--- config.mk ---
export PLATFORM = sky130hd
export DESIGN_NAME = imm_decode_stage
export DESIGN_NICKNAME = d
export VERILOG_FILES = /design/src/rtl/core_pkg.sv /design/src/rtl/extend.sv /design/src/rtl/imm_decode_stage.sv
export SDC_FILE = /design/constraint.sdc
export NUM_CORES = 1
export LEC_CHECK = 0
export ABC_AREA = 0
export CORE_MARGIN = 2
export CORE_UTILIZATION = 40
export CTS_CLUSTER_SIZE = 8
export DETAILED_ROUTE_END_ITERATION = 7
export PLACE_DENSITY_LB_ADDON = 0.2
export RECOVER_POWER = 100
export SLEW_MARGIN = 20
export SYNTH_ARGS = -nofsm -noshare
export SYNTH_HDL_FRONTEND = slang
export SYNTH_HIERARCHICAL = 1
export SYNTH_SLANG_ARGS = --single-unit
--- constraint.sdc ---
create_clock -name clk -period 1.5 [get_ports clk]
set_input_delay 0.3 -clock clk [delete_from_list [all_inputs] [get_ports clk]]
set_output_delay 0.3 -clock clk [all_outputs]
set_load 0.01 [all_outputs]
--- src/rtl/core_pkg.sv ---
// Shared decode definitions: immediate type codes, RV32I opcodes and the
// decode payload carried by the output register and the skid entry.
package core_pkg;

  localparam logic [2:0] IMM_NONE  = 3'b000;
  localparam logic [2:0] IMM_SHAMT = 3'b001;
  localparam logic [2:0] IMM_I     = 3'b010;
  localparam logic [2:0] IMM_S     = 3'b011;
  localparam logic [2:0] IMM_B     = 3'b100;
  localparam logic [2:0] IMM_U     = 3'b101;
  localparam logic [2:0] IMM_J     = 3'b110;

  localparam logic [6:0] OPC_OP_IMM = 7'b0010011;
  localparam logic [6:0] OPC_LOAD   = 7'b0000011;
  localparam logic [6:0] OPC_JALR   = 7'b1100111;
  localparam logic [6:0] OPC_STORE  = 7'b0100011;
  localparam logic [6:0] OPC_BRANCH = 7'b1100011;
  localparam logic [6:0] OPC_LUI    = 7'b0110111;
  localparam logic [6:0] OPC_AUIPC  = 7'b0010111;
  localparam logic [6:0] OPC_JAL    = 7'b1101111;
  localparam logic [6:0] OPC_OP     = 7'b0110011;

  typedef struct packed {
    logic [31:0] instr;
    logic [31:0] pc;
    logic [31:0] imm;
    logic [2:0]  immCntrl;
    logic        illegal;
  } decode_t;

endpackage

--- src/rtl/extend.sv ---
// Combinational RV32I immediate extender; instrHi is instr[31:7], so
// instr[k] lives at instrHi[k-7].
import core_pkg::*;

module extend (
  input  logic [24:0] instrHi,
  input  logic [2:0]  immCntrl,
  output logic [31:0] imm
);

  always_comb begin
    imm = '0;
    case (immCntrl)
      IMM_SHAMT: imm = {27'b0, instrHi[17:13]};
      IMM_I:     imm = {{20{instrHi[24]}}, instrHi[24:13]};
      IMM_S:     imm = {{20{instrHi[24]}}, instrHi[24:18], instrHi[4:0]};
      IMM_B:     imm = {{19{instrHi[24]}}, instrHi[24], instrHi[0],
                        instrHi[23:18], instrHi[4:1], 1'b0};
      IMM_U:     imm = {instrHi[24:5], 12'b0};
      IMM_J:     imm = {{11{instrHi[24]}}, instrHi[24], instrHi[12:5],
                        instrHi[13], instrHi[23:14], 1'b0};
      default:   imm = '0;
    endcase
  end

endmodule

--- src/rtl/imm_decode_stage.sv ---
// Decode stage: classifies the immediate type, extends it and registers the
// result behind valid/ready. IMM_DECODE_SKID_EN adds a one-entry skid buffer.
import core_pkg::*;

module imm_decode_stage #(
  parameter int XLEN = 32
) (
  input  logic            clk,
  input  logic            rstN,
  input  logic            inValid,
  output logic            inReady,
  input  logic [31:0]     instr,
  input  logic [XLEN-1:0] pc,
  input  logic            flush,
  output logic            outValid,
  input  logic            outReady,
  output logic [31:0]     outInstr,
  output logic [XLEN-1:0] outPc,
  output logic [31:0]     outImm,
  output logic [2:0]      outImmCntrl,
  output logic            outIllegal
);

`ifdef IMM_DECODE_SKID_EN
  typedef enum logic [1:0] {EMPTY = 2'd0, FULL = 2'd1, SKID = 2'd2} state_t;
`else
  typedef enum logic [1:0] {EMPTY = 2'd0, FULL = 2'd1} state_t;
`endif

  state_t      state_reg, state_next;
  decode_t     out_reg;
  decode_t     dec_in;
  logic [2:0]  imm_cntrl;
  logic        illegal;
  logic [31:0] ext_imm;
  logic        in_fire, out_fire, load_out;

  always_comb begin
    imm_cntrl = IMM_NONE;
    illegal   = 1'b0;
    case (instr[6:0])
      OPC_OP_IMM: imm_cntrl = (instr[13:12] == 2'b01) ? IMM_SHAMT : IMM_I;
      OPC_LOAD, OPC_JALR: imm_cntrl = IMM_I;
      OPC_STORE:  imm_cntrl = IMM_S;
      OPC_BRANCH: imm_cntrl = IMM_B;
      OPC_LUI, OPC_AUIPC: imm_cntrl = IMM_U;
      OPC_JAL:    imm_cntrl = IMM_J;
      OPC_OP:     imm_cntrl = IMM_NONE;
      default:    illegal   = 1'b1;
    endcase
  end

  extend u_extend (
    .instrHi (instr[31:7]),
    .immCntrl(imm_cntrl),
    .imm     (ext_imm)
  );

  always_comb begin
    dec_in.instr    = instr;
    dec_in.pc       = pc;
    dec_in.imm      = ext_imm;
    dec_in.immCntrl = imm_cntrl;
    dec_in.illegal  = illegal;
  end

  assign outValid = (state_reg != EMPTY);
  assign in_fire  = inValid && inReady;
  assign out_fire = outValid && outReady;

`ifdef IMM_DECODE_SKID_EN
  decode_t skid_reg;
  logic    in_ready_reg, load_skid, out_from_skid;

  assign inReady = in_ready_reg;

  always_comb begin
    state_next    = state_reg;
    load_out      = 1'b0;
    load_skid     = 1'b0;
    out_from_skid = 1'b0;
    if (flush) begin
      state_next = EMPTY;
    end else begin
      case (state_reg)
        EMPTY: if (in_fire) begin
          state_next = FULL;
          load_out   = 1'b1;
        end
        FULL: begin
          if (in_fire && out_fire) begin
            load_out = 1'b1;
          end else if (out_fire) begin
            state_next = EMPTY;
          end else if (in_fire) begin
            state_next = SKID;
            load_skid  = 1'b1;
          end
        end
        SKID: if (out_fire) begin
          state_next    = FULL;
          load_out      = 1'b1;
          out_from_skid = 1'b1;
        end
        default: state_next = EMPTY;
      endcase
    end
  end

  always_ff @(posedge clk or negedge rstN) begin
    if (!rstN) begin
      state_reg    <= EMPTY;
      out_reg      <= '0;
      skid_reg     <= '0;
      in_ready_reg <= 1'b1;
    end else begin
      state_reg    <= state_next;
      in_ready_reg <= (state_next != SKID);
      if (load_out) out_reg <= out_from_skid ? skid_reg : dec_in;
      if (load_skid) skid_reg <= dec_in;
    end
  end
`else
  // Ready as soon as the held result leaves, giving full throughput.
  assign inReady = !outValid || outReady;

  always_comb begin
    state_next = state_reg;
    load_out   = 1'b0;
    if (flush) begin
      state_next = EMPTY;
    end else begin
      case (state_reg)
        EMPTY: if (in_fire) begin
          state_next = FULL;
          load_out   = 1'b1;
        end
        FULL: begin
          if (in_fire) load_out = 1'b1;
          else if (out_fire) state_next = EMPTY;
        end
        default: state_next = EMPTY;
      endcase
    end
  end

  always_ff @(posedge clk or negedge rstN) begin
    if (!rstN) begin
      state_reg <= EMPTY;
      out_reg   <= '0;
    end else begin
      state_reg <= state_next;
      if (load_out) out_reg <= dec_in;
    end
  end
`endif

  assign outInstr    = out_reg.instr;
  assign outPc       = out_reg.pc;
  assign outImm      = out_reg.imm;
  assign outImmCntrl = out_reg.immCntrl;
  assign outIllegal  = out_reg.illegal;

endmodule

==> run summary, run 1 <==
In the final design database the tool counted 808 nets. Once detail routing completed, the nets flagged for antenna violations numbered 0. Routability-driven placement finished with a final weighted congestion of 0.811.

The tools report the total clock sinks as 101. The worst setup path is captured at a register. From bottom edge to top edge, the die measures 111 um. The quantity of I/O buffers inserted on ports came out at 170. The arrival time reported for the critical path endpoint is 1.76 ns, and the clock network latency to the later pin of the worst-skew pair is 0.34 ns. The tree is rooted in a sky130_fd_sc_hd__clkbuf_16.

Of all cell types, the one taking the most synthesized area is sky130_fd_sc_hd__dfrtp_1. The startpoint of the worst hold path was instr[5]. The tools report the met1 global-route usage as 29.2%. Among all flip-flop cells after synthesis, the most frequent one is sky130_fd_sc_hd__dfrtp_1.

The logs give 0 for the count of final max-slew check failures and 3 for the H-tree depth reported by CTS. Using the TritonRoute via totals, the vias-per-cell ratio works out to 4.95. The first global-routing pass estimated 22400 um of wire. Along the worst path, the maximum fanout reaches 6.

The share of the Yosys chip area taken by registers is 55.4%. The share of the cycle needed by the critical path after routing works out to 102%. The detailed router placed 4369 vias in this run. The final critical delay including setup and external delays is 1.53 ns. The startpoint identified for the worst register-to-register timing path is state_reg[0]$_DFFE_PN0P_. The worst path setup slack after routing is -0.0296 ns, and the fraction of layout cells with a size suffix above 1 is 14.9%. Initial standard-cell utilization of the core: 41.5%. Row generation in the floorplan step produced 38 rows. Core box area: 11000 um^2. The total overflow left after global routing is 0. In the final routed layout, each cell accounts on average for 15.6 um. The aggregate routed wire length is 13800 um, and the count of unique library cells instantiated by Yosys is 35. The area growth from synthesis to layout was 59.0%; the total power per unit cell area was 934 nW/um^2. The synthesized design devotes to its leading area cell type 55.4% of total area. The first routing iteration left 276 violations.

Based on the critical path, the design can be clocked at up to 654 MHz. The tools report the initial antenna violation count as 0. Global routing used 4.98% of the available met3 tracks. Entering global routing, the biggest net connects 37 pins.

The run finished, with violations left. Overall power consumption after layout is estimated at 6.77 mW. At the pin with the least slew margin, the transition time is 0.909 ns.

Counting flops with a built-in enable in the synthesized netlist gives 0. The synthesized netlist occupies a cell area of 4560 um^2. The gate count of the mapped netlist was 532.

The path class of the lowest-slack min-delay path is in2reg. The logs give 0 for the count of inserted antenna diode cells and 171 for the I/O pin total. The worst-case IR drop observed on VDD is 0.527 mV. After global routing, the most crowded layer is met2.

The share of async-settable or async-resettable flops after synthesis is 100%. The run gives 0 as the detailed-route DRC error count. After clock tree synthesis, the clock-pin slew on the worst setup and hold paths is 0.07 ns. The finished cells cover 7250 um^2. Count of endpoints failing hold in the final timing report: 0. The final reports fail on setup timing. Setup repair after global routing could not meet its margin everywhere. In the post-synthesis netlist, the cell with the most instances is sky130_fd_sc_hd__nand2_1. For the number of global-route vias before repair, the log shows 4406.

In this run the cell area measured after placement is 6730 um^2. The type of the worst setup path was in2reg. The clock arrives with 0.00501 ns of skew. For the post-synth net total, the log shows 601. The met2 usage in global routing is 36.0%.

TritonCTS built the clock tree. The tools report the kind of start point of the critical path as an input pin. The synthesis warning total is 6. The clock passes through at most 2 buffers.

The logs give 5 for the number of detailed-routing iterations run before antenna repair and 3.82 nW for the leakage power summed over all cells. In this run the worst setup path begins at instr[4]. The die covers 12300 um^2. Data on the critical path is required at its endpoint by 1.73 ns. Headroom to the max-slew limit came out at 39.4%. The number of failing setup endpoints in the final timing report came out at 1.

Synthesis inferred 101 register bits. In the synthesized netlist, the cells that appear most often are sky130_fd_sc_hd__nand2_1, sky130_fd_sc_hd__dfrtp_1, sky130_fd_sc_hd__o211ai_1, sky130_fd_sc_hd__buf_4, sky130_fd_sc_hd__buf_2. The run gives 0 as the number of max-cap violations. Once detailed placement completed, the half-perimeter wirelength came to 9400 um. Ranked by total cell area, the synthesized netlist is headed by sky130_fd_sc_hd__dfrtp_1, sky130_fd_sc_hd__nand2_1, sky130_fd_sc_hd__o211ai_1, sky130_fd_sc_hd__buf_4, sky130_fd_sc_hd__nand2b_1. Clock tree synthesis inserted a total of 9 buffers. From left edge to right edge, the die measures 111 um. For the combined global-route utilization of all metal layers, the log shows 22.4%. Setup slack on the worst reg-to-reg path comes out at 0.04 ns. Dividing the synthesized area by the synthesized cell count gives 8.57 um^2.
-- where the power goes --
part / internal [mW] / total [mW] / switching [mW]
Clock: 1.16 / 2.14 / 0.980
Sequential: 3.02 / 3.16 / 0.144
Combinational: 0.726 / 1.48 / 0.750
Total: 4.90 / 6.77 / 1.87
-- cells by family after synthesis --
logic type / synth area share, %
DFF: 55.4
and+or+nand+nor: 31.7
muxes: 1.89
buffers and inverters: 4.53
AOI/OAI and AO/OA: 6.12
xor gates and xnor gates: 0.357
-- cells in the final DEF (no fill, tap or decap), types with 5 or more instances in the layout --
| cell | Yosys | final |
|---|---|---|
| sky130_fd_sc_hd__nand2_1 | 308 | 305 |
| sky130_fd_sc_hd__dfrtp_1 | 101 | 101 |
| sky130_fd_sc_hd__dlygate4sd2_1 | 0 | 101 |
| sky130_fd_sc_hd__clkdlybuf4s50_1 | 0 | 57 |
| sky130_fd_sc_hd__buf_4 | 15 | 27 |
| sky130_fd_sc_hd__o211ai_1 | 19 | 19 |
| sky130_fd_sc_hd__buf_6 | 0 | 18 |
| sky130_fd_sc_hd__clkbuf_16 | 0 | 11 |
| sky130_fd_sc_hd__buf_12 | 0 | 9 |
| sky130_fd_sc_hd__nand3b_1 | 8 | 8 |
| sky130_fd_sc_hd__nand2b_1 | 10 | 8 |
| sky130_fd_sc_hd__buf_2 | 12 | 6 |
| sky130_fd_sc_hd__nor3b_1 | 7 | 5 |
-- final timing paths --
| path | end | cells after the start |
|---|---|---|
| hold reg to reg | outImm[14]$_DFFE_PN0N_ | 2 |
| setup / recovery | outImm[22]$_DFFE_PN0N_ | 10 |
| min in group asynchronous | outInstr[26]$_DFFE_PN0N_ | 2 |
| max in group asynchronous | outInstr[4]$_DFFE_PN0N_ | 3 |
| setup reg to reg | outImmCntrl[0]$_DFFE_PN0N_ | 5 |
| hold / removal | outInstr[5]$_DFFE_PN0N_ | 4 |
-- stage by stage --
stage / hold WS, ns / std cells / setup WS (ns) / utilization, % / setup TNS (ns)
6_report: 0.257 / 883 / -0.0296 / 66.0 / -0.0296
5_1_grt: 0.268 / 883 / -0.0884 / 66.0 / -1.42
4_1_cts: 0.258 / 878 / 0.000278 / 64.4 / 0
3_5_place_dp: 0.287 / 850 / -0.837 / 61.2 / -34.56
3_3_place_gp: 0.282 / 850 / -0.717 / 61.2 / -30.46
2_1_floorplan: 0.00441 / 532 / -0.0890 / - / -1.19
-- what timing repair did --
action,CTS,global route
setup endpoints to repair,135,48
hold buffers,1,0
buffers inserted,7,3
pin swaps,18,19
hold endpoints to repair,30,0
gates resized for setup,166,29
cloned,5,2
-- critical path: stages --
cell and delay, ns:
sky130_fd_sc_hd__buf_8 0.10, sky130_fd_sc_hd__nand3b_1 0.19, sky130_fd_sc_hd__nor2_2 0.19, sky130_fd_sc_hd__buf_6 0.14, sky130_fd_sc_hd__o2bb2ai_4 0.16, sky130_fd_sc_hd__nand3b_1 0.25
sky130_fd_sc_hd__buf_4 0.20, sky130_fd_sc_hd__o211ai_1 0.09, sky130_fd_sc_hd__nand2_1 0.08, sky130_fd_sc_hd__nand2_1 0.06
-- layout make-up --
type                    instances  area (um^2)
fillers                       917         3730
flip-flops and latches        101         2530
repair buffers                228         2260
multi-input cells             396         2020
clock buffers                  11          243
well taps                     140          175
clock inverters                 4         25.0
inverters                       3         11.3
-- per-layer routing --
| layer | vias up | part of all wire (%) |
|---|---|---|
| met1 | 2091 | 43 |
| met2 | 147 | 48 |
| met3 | 28 | 6.5 |
| met4 | 0 | 2.6 |
| met5 | - | 0 |
| li1 | 2103 | - |
Note: power is estimated with default switching activity, not from simulation.
==> run 2: changes to the inputs <==
--- a/config.mk
+++ b/config.mk
@@ -10,6 +10,7 @@
 export CORE_UTILIZATION = 40
 export CTS_CLUSTER_SIZE = 8
 export DETAILED_ROUTE_END_ITERATION = 7
+export MAX_ROUTING_LAYER = met4
 export PLACE_DENSITY_LB_ADDON = 0.2
 export RECOVER_POWER = 100
 export SLEW_MARGIN = 20
==> run 2 against run 1 <==
  * The run still ends with setup timing left
  * Worst hold slack gained 0.017 ns
  * Sequential cell count is the same
  * Wire length shrank 2.3%
  * Setup slack gained 0.020 ns
  * First-iteration DRC count shrank 6.9%
  * Die area is the same
  * Global-route usage grew 0.65 points
  * Cell count shrank 0.34%
  * Clock-buffer cell count is the same
  * Critical path depth is the same
  * Total power shrank 0.56%
  * Critical endpoint unchanged
  * Largest cell class unchanged
  * Highest routed layer unchanged
==> run summary, run 2 (synthesized netlist as in run 1, its figures left out) <==
The run finished, with violations left. The checks that failed: setup timing. The chip height came out at 111 um (unchanged). The worst setup path is launched from an input pin. The H-tree depth reported by CTS came out at 3 (unchanged). Endpoint with the worst hold slack: outInstr[4]$_DFFE_PN0N_.

The run gives 64.9% (-1.1 points) as the core utilization of the finished layout. The half-perimeter wire length after detailed placement is 9400 um (unchanged), and the maximum vdd ir drop is 0.526 mV (about the same). The measured slew at the worst slew-check pin works out to 0.912 ns (+0.00355 ns). The number of detailed-routing iterations run before antenna repair was 4 (-1); the placement-stage cell area was 6730 um^2 (unchanged).

The endpoint of the worst register-to-register path was outPc[20]$_DFFE_PN0N_. The peak clock frequency supported by timing is 662 MHz (+1.3%), and the combinational fraction of design power is 21.3% (-0.5 points). The startpoint identified for the worst hold timing path is instr[4]. The worst setup path is captured at a register. The aggregate routed wire length was 13500 um (-2.3%).

For the worst slew margin relative to its limit, the log shows 39.2% (-0.24 points). The detailed-route DRC error count came out at 0 (unchanged). The type of the worst setup path is in2reg.

For the core box area, the log shows 11000 um^2 (unchanged). The run gives 1.86 mW (-0.55%) as the total net switching power. The area used by multi-input combinational logic is 1980 um^2 (-1.7%). Leaving out fill and tap cells, the most frequent cells in the layout are sky130_fd_sc_hd__nand2_1, sky130_fd_sc_hd__dfrtp_1, sky130_fd_sc_hd__dlygate4sd2_1. For the number of failing setup endpoints in the final timing report, the log shows 1 (unchanged). The reg-to-reg startpoint was state_reg[0]$_DFFE_PN0P_. The number of max-cap violations is 0 (unchanged), and the maximum cell stage delay along the critical path is 0.25 ns (about the same). The data required time at the worst endpoint is 1.73 ns (about the same). The area used by sequential logic in the layout came out at 2530 um^2 (unchanged). Power share of the clock group: 31.8% (+0.3 points).

Setup repair after global routing could not meet its margin everywhere. The die width works out to 111 um (unchanged). The run gives 0.823 (+1.5%) as the global placer's final weighted congestion. The run gives 7130 um^2 (-1.7%) as the final instance area. The maximum buffer depth of the clock tree was 2 (unchanged). The minimum setup slack after placement was -0.837 ns (unchanged). The initial antenna violation count came out at 0 (unchanged). The fraction of layout cells with a size suffix above 1 works out to 14.1% (-0.89 points). In this run the clock root is driven by a sky130_fd_sc_hd__clkbuf_16.

The count of final max-slew check failures came out at 0 (unchanged). For the total clock sinks, the log shows 101 (unchanged). The most common library cell in the layout ignoring fill and taps is sky130_fd_sc_hd__nand2_1. The initial standard-cell utilization of the core is 41.5% (unchanged), and the maximum fanout count along the critical path is 6 (unchanged). The filler cell count came out at 934 (+1.9%). The final-stage net count is 805 (-0.37%), and the number of vias after detailed routing is 4374 (+0.11%). The share of power burned in registers was 46.9% (+0.2 points); the arrival time reported for the critical path endpoint was 1.74 ns (-0.02 ns). Share of the cycle needed by the critical path after routing: 101% (-1.3 points). The count of endpoints failing hold in the final timing report came out at 0 (unchanged).

The routed via count divided by cell count is 4.97 (+0.46%), and the combined global-route utilization of all metal layers is 23.0% (+0.65 points). Count of inserted antenna diode cells: 0 (unchanged). TritonCTS built the clock tree. The tightest min-delay check is of the in2reg type. The net switching share of the total power is 27.7% (about the same). The number of global-route vias before repair is 4403 (-0.068%), and the total CTS buffers is 9 (unchanged). The logs give 0.274 ns (+0.0173 ns) for the worst hold margin and 0.03 ns (about the same) for the reg2reg setup slack. The leakage power summed over all cells was 3.77 nW (-1.2%). The clock-pin slew of the registers on the worst-case setup and hold paths is 0.07 ns (about the same), and the area growth from synthesis to layout is 56.3%. The logs give 4.87 mW (-0.56%) for the total internal power and 0 (unchanged) for the remaining global-route overflow.

The final critical delay including setup and external delays was 1.51 ns (-0.0200 ns). The detailed-route wire length per cell was 15.3 um (-1.9%). The I/O pin total was 171 (unchanged). The logs give 0 (unchanged) for the remaining antenna violation count and 12300 um^2 (unchanged) for the die area. The tools report the count of routing violations after the opening detailed-route iteration as 257 (-6.9%). The total power per unit cell area is 944 nW/um^2 (+1.1%), and the depth of the worst hold-timing path is 4 (unchanged).

Clock tree skew after final layout: 0.00640 ns (+0.00139 ns). The clock network latency to the later pin of the worst-skew pair is 0.34 ns (about the same). The number of rows created at floorplan came out at 38 (unchanged). The run gives -0.00957 ns (+0.0200 ns) as the worst path setup slack after routing. The signal on the critical path passes through buf_8 > nand3b_1 > nor2_2 > buf_6 > o2bb2ai_4 > nand3b_1 > buf_4 > o211ai_1 > nand2_1 > nand2_1.

The pin count of the biggest net entering global routing was 37 (unchanged); the quantity of I/O buffers inserted on ports was 170 (unchanged). The largest individual stage delay along the critical path comes from the cell sky130_fd_sc_hd__nand3b_1. Depth of the most critical reg-to-reg path: 7 (+2).

The logs give 6.73 mW (-0.56%) for the total power and 22300 um (about the same) for the wire length of the first global-routing pass.
[run 2: worst max path at each step]
stage | start | to
floorplan | instr[4] | outImm[1]$_DFFE_PN0N_
global placement | instr[1] | outImm[4]$_DFFE_PN0N_
detailed placement | instr[1] | outImm[2]$_DFFE_PN0N_
CTS | instr[1] | outImm[2]$_DFFE_PN0N_
global route | instr[4] | outImm[2]$_DFFE_PN0N_
finish | instr[4] | outImm[22]$_DFFE_PN0N_
[run 2: area by class of cell]
class / count / share of cell area (%)
inverter: 3 / 0.158
timing repair buffer: 225 / 30.4
tap: 140 / 2.46
clock buffer: 11 / 3.40
sequential: 101 / 35.4
multi-input combinational: 396 / 27.8
clock inverter: 4 / 0.351
[run 2: power by group through the flow]
stage	Combinational, mW	Sequential (mW)	Clock (mW)
2_1_floorplan	0.414	3.36	0
3_3_place_gp	1.59	3.21	0
3_5_place_dp	1.62	3.22	0
4_1_cts	1.44	3.16	2.21
5_1_grt	1.56	3.20	2.33
6_report	1.43	3.16	2.14
[run 2: critical path: cells and delay by family]
kind	cells	cell delay (ns)
AO/OA/AOI/OAI	2	0.25
buffers and inverters	3	0.44
AND/OR/NAND/NOR	5	0.76
[run 2: routing by layer]
layer	vias up	track usage [%]	part of all wire, %	routed length, um
li1	2103	-	-	-
met1	2102	29.6	44	5960
met2	138	36.1	48	6430
met3	31	4.43	5.8	780
met4	0	9.25	2.5	335
met5	-	-	0	0
[run 2: through the flow]
stage / instances / TNS [ns]
after global placement: 850 / -30.46
after detailed placement: 850 / -34.56
after floorplan: 532 / -1.19
after global routing: 880 / -1.96
final: 880 / -0.00957
after CTS: 878 / 0
[run 2: what timing repair did]
item                                    in CTS  in global routing
pin swaps                                   18                 20
endpoints found under the setup margin     135                 48
setup buffers                                7                  2
gates cloned                                 5                  0
hold buffers                                 1                  0
hold endpoints to repair                    30                  0
gates resized for setup                    166                 20
